$ cat src/rtl/regfile_dump.sv
// Debug read-out engine: walks the register file in index order and streams {index, data} beats.
// Optional trailing checksum beat enabled by defining REGFILE_DUMP_CHECKSUM_EN.
module regfile_dump #(
  parameter int NREGS = 32,
  parameter int DW    = 32,
  parameter int AW    = 5
) (
  input  logic          clk,
  input  logic          rst,
  input  logic          start,
  output logic          busy,
  output logic          done,
  output logic [AW-1:0] rsel,
  input  logic [DW-1:0] rdat,
  input  logic          wen,
  input  logic [AW-1:0] wsel,
  input  logic [DW-1:0] wdat,
  output logic          out_valid,
  input  logic          out_ready,
  output logic [AW:0]   out_idx,
  output logic [DW-1:0] out_data,
  output logic          out_last
);

  typedef enum logic [2:0] {
    S_IDLE = 3'd0,
    S_READ = 3'd1,
    S_SEND = 3'd2,
`ifdef REGFILE_DUMP_CHECKSUM_EN
    S_CSUM = 3'd3,
`endif
    S_DONE = 3'd4
  } state_t;

  localparam logic [AW-1:0] LAST_IDX = AW'(NREGS - 1);

  state_t        state_r;
  logic [AW-1:0] idx_r;
  logic [DW-1:0] hold_r;
  logic [AW-1:0] out_idx_lo_r;
  logic          snoop_hit_s;
  logic [DW-1:0] rd_val_s;

`ifdef REGFILE_DUMP_CHECKSUM_EN
  logic [DW-1:0] csum_r;
  logic          csum_beat_r;
  assign out_idx = {csum_beat_r, out_idx_lo_r};
`else
  assign out_idx = {1'b0, out_idx_lo_r};
`endif

  assign rsel     = idx_r;
  assign out_data = hold_r;

  // Write snoop and read value; register 0 is never bypassed and always reads as zero
  always_comb begin
    snoop_hit_s = 1'b0;
    rd_val_s    = {DW{1'b0}};
    if (idx_r != {AW{1'b0}}) begin
      snoop_hit_s = wen && (wsel == idx_r);
      rd_val_s    = snoop_hit_s ? wdat : rdat;
    end else begin
      snoop_hit_s = 1'b0;
      rd_val_s    = {DW{1'b0}};
    end
  end

  // Dump sequencer with registered handshake outputs
  always_ff @(posedge clk) begin
    if (rst) begin
      state_r      <= S_IDLE;
      idx_r        <= {AW{1'b0}};
      hold_r       <= {DW{1'b0}};
      out_idx_lo_r <= {AW{1'b0}};
      busy         <= 1'b0;
      done         <= 1'b0;
      out_valid    <= 1'b0;
      out_last     <= 1'b0;
`ifdef REGFILE_DUMP_CHECKSUM_EN
      csum_r       <= {DW{1'b0}};
      csum_beat_r  <= 1'b0;
`endif
    end else begin
      case (state_r)
        S_IDLE: begin
          done  <= 1'b0;
          idx_r <= {AW{1'b0}};
          if (start) begin
            state_r <= S_READ;
            busy    <= 1'b1;
`ifdef REGFILE_DUMP_CHECKSUM_EN
            csum_r  <= {DW{1'b0}};
`endif
          end else begin
            busy <= 1'b0;
          end
        end
        S_READ: begin
          hold_r       <= rd_val_s;
          out_idx_lo_r <= idx_r;
          out_valid    <= 1'b1;
`ifdef REGFILE_DUMP_CHECKSUM_EN
          out_last     <= 1'b0;
`else
          out_last     <= (idx_r == LAST_IDX);
`endif
          state_r      <= S_SEND;
        end
        S_SEND: begin
          if (out_ready) begin
`ifdef REGFILE_DUMP_CHECKSUM_EN
            csum_r <= csum_r + hold_r;
`endif
            if (idx_r == LAST_IDX) begin
`ifdef REGFILE_DUMP_CHECKSUM_EN
              // Checksum beat reuses hold so out_data stays a plain register
              hold_r       <= csum_r + hold_r;
              out_idx_lo_r <= {AW{1'b0}};
              csum_beat_r  <= 1'b1;
              out_last     <= 1'b1;
              state_r      <= S_CSUM;
`else
              out_valid <= 1'b0;
              out_last  <= 1'b0;
              done      <= 1'b1;
              state_r   <= S_DONE;
`endif
            end else begin
              out_valid <= 1'b0;
              out_last  <= 1'b0;
              idx_r     <= idx_r + {{(AW-1){1'b0}}, 1'b1};
              state_r   <= S_READ;
            end
          end else if (snoop_hit_s) begin
            hold_r <= wdat;
          end else begin
            hold_r <= hold_r;
          end
        end
`ifdef REGFILE_DUMP_CHECKSUM_EN
        S_CSUM: begin
          if (out_ready) begin
            out_valid   <= 1'b0;
            out_last    <= 1'b0;
            csum_beat_r <= 1'b0;
            done        <= 1'b1;
            state_r     <= S_DONE;
          end else begin
            out_valid <= 1'b1;
          end
        end
`endif
        S_DONE: begin
          done         <= 1'b0;
          busy         <= 1'b0;
          idx_r        <= {AW{1'b0}};
          out_idx_lo_r <= {AW{1'b0}};
          state_r      <= S_IDLE;
        end
        default: begin
          state_r   <= S_IDLE;
          busy      <= 1'b0;
          done      <= 1'b0;
          out_valid <= 1'b0;
          out_last  <= 1'b0;
          idx_r     <= {AW{1'b0}};
        end
      endcase
    end
  end

endmodule

$ cat config.mk
export PLATFORM = sky130hd
export DESIGN_NAME = regfile_dump
export DESIGN_NICKNAME = d
export VERILOG_FILES = /design/src/rtl/regfile_dump.sv
export SDC_FILE = /design/constraint.sdc
export NUM_CORES = 1
export LEC_CHECK = 0
export BUFFER_PORTS_ARGS = -buffer_cell sky130_fd_sc_hd__buf_2
export CELL_PAD_IN_SITES_DETAIL_PLACEMENT = 0
export CELL_PAD_IN_SITES_GLOBAL_PLACEMENT = 1
export CORE_MARGIN = 2
export CORE_UTILIZATION = 30
export CTS_CLUSTER_DIAMETER = 60
export CTS_CLUSTER_SIZE = 24
export DETAILED_ROUTE_END_ITERATION = 12
export PLACE_DENSITY = 0.84
export SLEW_MARGIN = 25
export SYNTH_ARGS = -nofsm -noshare
export SYNTH_HDL_FRONTEND = slang
export SYNTH_SLANG_ARGS = --single-unit
export TNS_END_PERCENT = 5
$ cat constraint.sdc
create_clock -name clk -period 1.9 [get_ports clk]
set_clock_uncertainty 0.2 [all_clocks]
set_input_delay 0.38 -clock clk [delete_from_list [all_inputs] [get_ports clk]]
set_output_delay 0.38 -clock clk [all_outputs]
set_load 0.005 [all_outputs]
==> After elaboration in Yosys (flattened, before gate mapping) <==
Cells that the tools add are included.
{ "totals": {"elab_cells": 56, "regBits": 49, "input_bits": 74, "output_inout_bits": 47} }
{ "op_classes": {"n_eq_ne": 11, "muxes": 22, "bitwise_logic": 2, "reduce_logical": 12, "n_addsub": 1} }
{ "op_table": {"columns": ["operator", "n"], "rows": [
  ["$mux 32", 4],
  ["$pmux 32 s2", 1],
  ["$pmux 5 s2", 2],
  ["$ne 2x2->1 const B", 6],
  ["$mux 5", 2],
  ["$mux 3", 3],
  ["$pmux 3 s3", 1],
  ["$reduce_and 3->1", 3],
  ["$pmux 1 s3", 2],
  ["$add 5x1->5 const B", 1],
  ["$eq 5x5->1", 1],
  ["$eq 5x5->1 const B", 1],
  ["$mux 1", 5],
  ["$reduce_bool 5->1", 1],
  ["$pmux 1 s2", 2],
  ["$reduce_and 2->1", 2],
  ["$reduce_bool 2->1", 2],
  ["$reduce_or 2->1", 2],
  ["$eq 3x1->1 const B", 1],
  ["$eq 3x2->1 const B", 1],
  ["$eq 3x3->1 const B", 1],
  ["$logic_not 3->1", 1],
  ["$not 1->1", 2],
  ["$logic_and 1x1->1", 1]
]} }

==> Depth between registers and ports, before layout <==
{ "depth": {"word_depth": 6, "ltp_mapped": 9, "depth_no_buf": 8} }

==> Worst setup path before layout <==
Ideal clock, no wire load.
{ "synth_path": {"kind": "reg2reg", "start": "register idx_r[0] (netlist: rsel[0])", "end": "register hold_r[12] (netlist: out_data[12])", "t_arrival_ps": 1729, "stages_incl_launch_ff": 10, "required_ps": 1554, "slack_ps": -175, "cell_sequence": "dfxtp_1 > inv_1 > ha_1 > or4b_4 > nand3_2 > o31ai_4 > and2_4 > buf_6 > buf_6 > a211oi_2"} }
{ "synth_between": {"elab_chain_cells": 5} }
{ "synth_lines": {"columns": ["element", "line", "text"], "rows": [
  ["from (decl)", "38", "logic [AW-1:0] idx_r;"],
  ["from (signal assigned)", "72", "idx_r <= {AW{1'b0}};"],
  ["from (signal assigned)", "87", "idx_r <= {AW{1'b0}};"],
  ["from (signal assigned)", "131", "idx_r <= idx_r + {{(AW-1){1'b0}}, 1'b1};"],
  ["$eq 5x5->1", "60", "snoop_hit_s = wen && (wsel == idx_r);"],
  ["$logic_and 1x1->1", "60", null],
  ["$mux 32 / $mux 1 (equally long branches)", "61, 59", null],
  ["$mux 32 / $ne 2x2->1 (equally long branches)", null, null],
  ["$pmux 32 s2 / $reduce_and 3->1 (equally long branches)", null, null],
  ["to (signal assigned)", "73", "hold_r <= {DW{1'b0}};"],
  ["to (signal assigned)", "99", "hold_r <= rd_val_s;"],
  ["to (signal assigned)", "135", "hold_r <= wdat;"],
  ["to (decl)", "39", "logic [DW-1:0] hold_r;"]
]} }
Parallel ways exist; a longest one is shown, timed or not.
A chain may end at the register's enable or synchronous reset.

==> Worst setup path after layout <==
{ "layout_path": {"start": "register idx_r[0] (netlist: rsel[0])", "end": "register hold_r[5] (netlist: out_data[5])"} }
Same word-level chain as after synthesis.

==> results.cfg <==
[placed_design]
dpl.hpwl_um = 5320
port_buffers = 119
place_area_mm2 = 0.00340
dp_worst_setup_slack_ns = -0.308
gp_congestion = 0.820
dpl.cell_count = 495

[logic_synthesis]
syn_nets = 342
synth_edf_count = 0
synth_ff_type = dfxtp_1
yosys_warnings = 0
yosysSeqAreaShare_pct = 39.2
yosysTopAreaCellShare_pct = 39.2
synth.top_cells.by_area = dfxtp_1 39%, a211oi_2 15%, a22oi_1 11%
syn_area_per_cell_um2 = 9.45
synth_cell_types = 41
synth.ff_latch_count = 49
synth_top_area_cell = dfxtp_1
async_reset_ff_share_pct = 0
syn_area_mm2 = 0.00250
postSynthCellCount = 265

[cells_and_area]
fillers = 820
instances_no_fill = 512
fin_util_pct = 45.6
diodes = 0
fin_nets = 483
layout_commonest_cell = buf_2
drive_gt1_share_pct = 54.1
area_growth_pct = 48.1
final_area_mm2 = 0.00371
final_cell_mix = 119 x buf_2, 47 x dfxtp_1, 43 x a21oi_1

[setup_path]
path_buf_inv = 2
critPathLaunchType = register
cp.arrival_ns = 2.08
worstPathRequired_ns = 1.91
critPathKind = reg -> reg
cp_max_fo = 29
crit_chain = inv_4 -> ha_4 -> or4b_4 -> nand3_4 -> o31ai_4 -> buf_12 -> a21oi_1 -> a211oi_2
crit_path_end_kind = register
cp_slowest_cell = dfxtp_4
cp_slowest_stage_delay_ns = 0.39
path_delay_family = compound AO/OA/AOI/OAI gates

[outcome]
status = complete, but fails checks
violations = negative setup slack

[clocking]
cts_tree = done
htreeDepth = 2
cts_sinks = 49
hold_buffers = 0
clk_latency_ns = 0.29
root_buffer = clkbuf_8
cts_max_path_buffers = 2
cts-buffers-inserted = 5
cts.clk_slew.worst_paths_ns = 0.09

[pwr]
switching_power_w = 0.000625
internal_power_w = 0.00166
max-vdd-ir-drop_mv = 0.418
swShare_pct = 27.3
power.share.sequential_pct = 49.0
pwr-share-clk_pct = 27.4
combPwrFrac_pct = 23.7
powerDensity_mw_per_mm2 = 616
total_leakage_power_nw = 1.55

[routing]
drc_errors = 0
ant_nets = 0
detail_route.wirelength_um = 7520
first_pass_iters = 4
post_drt_via_cell_ratio = 5.06
wl_per_cell_um = 14.7
drtIter0Drc = 79
vias = 2592

[floorplanning]
io_pins = 121
core_area_mm2 = 0.00813
fp.dieArea_mm2 = 0.00909
rows = 33
initial_utilization_pct = 30.8
die_w_um = 95.4
chipHeight_um = 95.4

[sta]
finalHoldWorstSlack_ns = 0.180
finalHoldViolations = 0
post-route-period-util_pct = 109
fin_crit_ns = 2.07
setup_ws_ns = -0.170
rsz0062_at_grt = true
finalMaxSlewViolations = 0
max_freq_mhz = 483
worstMarginPinSlew_ns = 0.625
relSlewSlack_pct = 58.2
setup_viol = 36

[global_routing]
track_usage_pct = 16.1
gr-total-overflow = 0
antenna_found_initial = 0
grt_pass1_wl_um = 11600
grt_max_degree = 30
grt_pass1_vias = 2398

[hold_path]
hp-class = in -> reg

[run]
cap_violations = 0
==> cells in the mapped netlist (2+ instances only) <==
master	n
a211oi_1	3
a211oi_2	30
a21o_1	2
a21oi_1	43
a22oi_1	38
a311oi_1	2
buf_1	2
buf_2	7
buf_6	5
clkbuf_1	12
dfxtp_1	49
ha_1	3
inv_1	4
mux2i_1	2
nand2_1	5
nand2b_1	2
nand4_1	2
nor2_1	22
nor2b_1	4
nor3_1	3
xnor2_1	5
==> final timing paths <==
path	endpoint	depth (start not counted)	startpoint	slack, ns
max reg2reg	out_data[5]	8	rsel[0]	-0.17
max	out_data[5]	8	rsel[0]	-0.17
min	out_data[30]	3	wdat[30]	0.18
min reg2reg	out_valid	2	out_valid	0.32
==> cell families after synthesis <==
logic type / after synthesis / synth area share (%)
AND/OR/NAND/NOR: 47 / 9.55
buffers and inverters: 32 / 6.80
AO/OA/AOI/OAI: 126 / 40.3
flip-flops: 49 / 39.2
multiplexers: 2 / 0.800
adder cells (fa/ha/maj): 3 / 1.50
XOR/XNOR: 5 / 1.75
other: 1 / 0.150
==> layout make-up <==
cell class                 count  area (um2)  share of cell area (%)
sequential                    49         988                    26.7
clock buffer                   8        90.1                    2.43
tap                          105         131                    3.54
inverter                       5        21.3                   0.574
timing repair buffer         160        1030                    27.8
multi-input combinational    185        1450                    39.0
==> stage by stage <==
step	setup TNS [ns]	power (W)
final	-4.92	0.00229
after global placement	-8.74	0.00161
after global routing	-8.45	0.00241
after CTS	-4.43	0.00232
after detailed placement	-9.33	0.00162
after floorplan	-3.41	0.00142
==> registers in the layout, indices dropped and copies added, names as in the netlist <==
register      flops
busy              1
done              1
out_data         32
out_idx_lo_r      5
out_last          1
out_valid         1
rsel              5
state_r           3
==> power by group through the flow <==
stage	combinational (W)	clock (W)	sequential (W)
2_1_floorplan	0.000278	0	0.00114
3_3_place_gp	0.000467	0	0.00114
3_5_place_dp	0.000481	0	0.00114
4_1_cts	0.000550	0.000655	0.00112
5_1_grt	0.000589	0.000701	0.00113
6_report	0.000541	0.000625	0.00112
==> tightest hold or removal path, cell delays in order <==
cell and delay (ns):
buf_2 0.07, mux2i_1 0.06, o21ai_1 0.12
==> repair_timing <==
item,CTS,global route
gates resized for setup,18,3
pin swaps,7,12
buffers inserted,7,0
gates cloned,2,0
setup endpoints to repair,38,38
==> per-layer routing <==
| metal | vias to the layer above | track usage [%] | part of all wire (%) |
|---|---|---|---|
| li1 | 1278 | - | - |
| met1 | 1235 | 19.8 | 43 |
| met2 | 75 | 28.9 | 51 |
| met3 | 4 | 3.16 | 5.3 |
| met4 | 0 | 3.38 | 0.61 |
| met5 | - | 0 | 0 |
(Power assumes the default switching activity.)
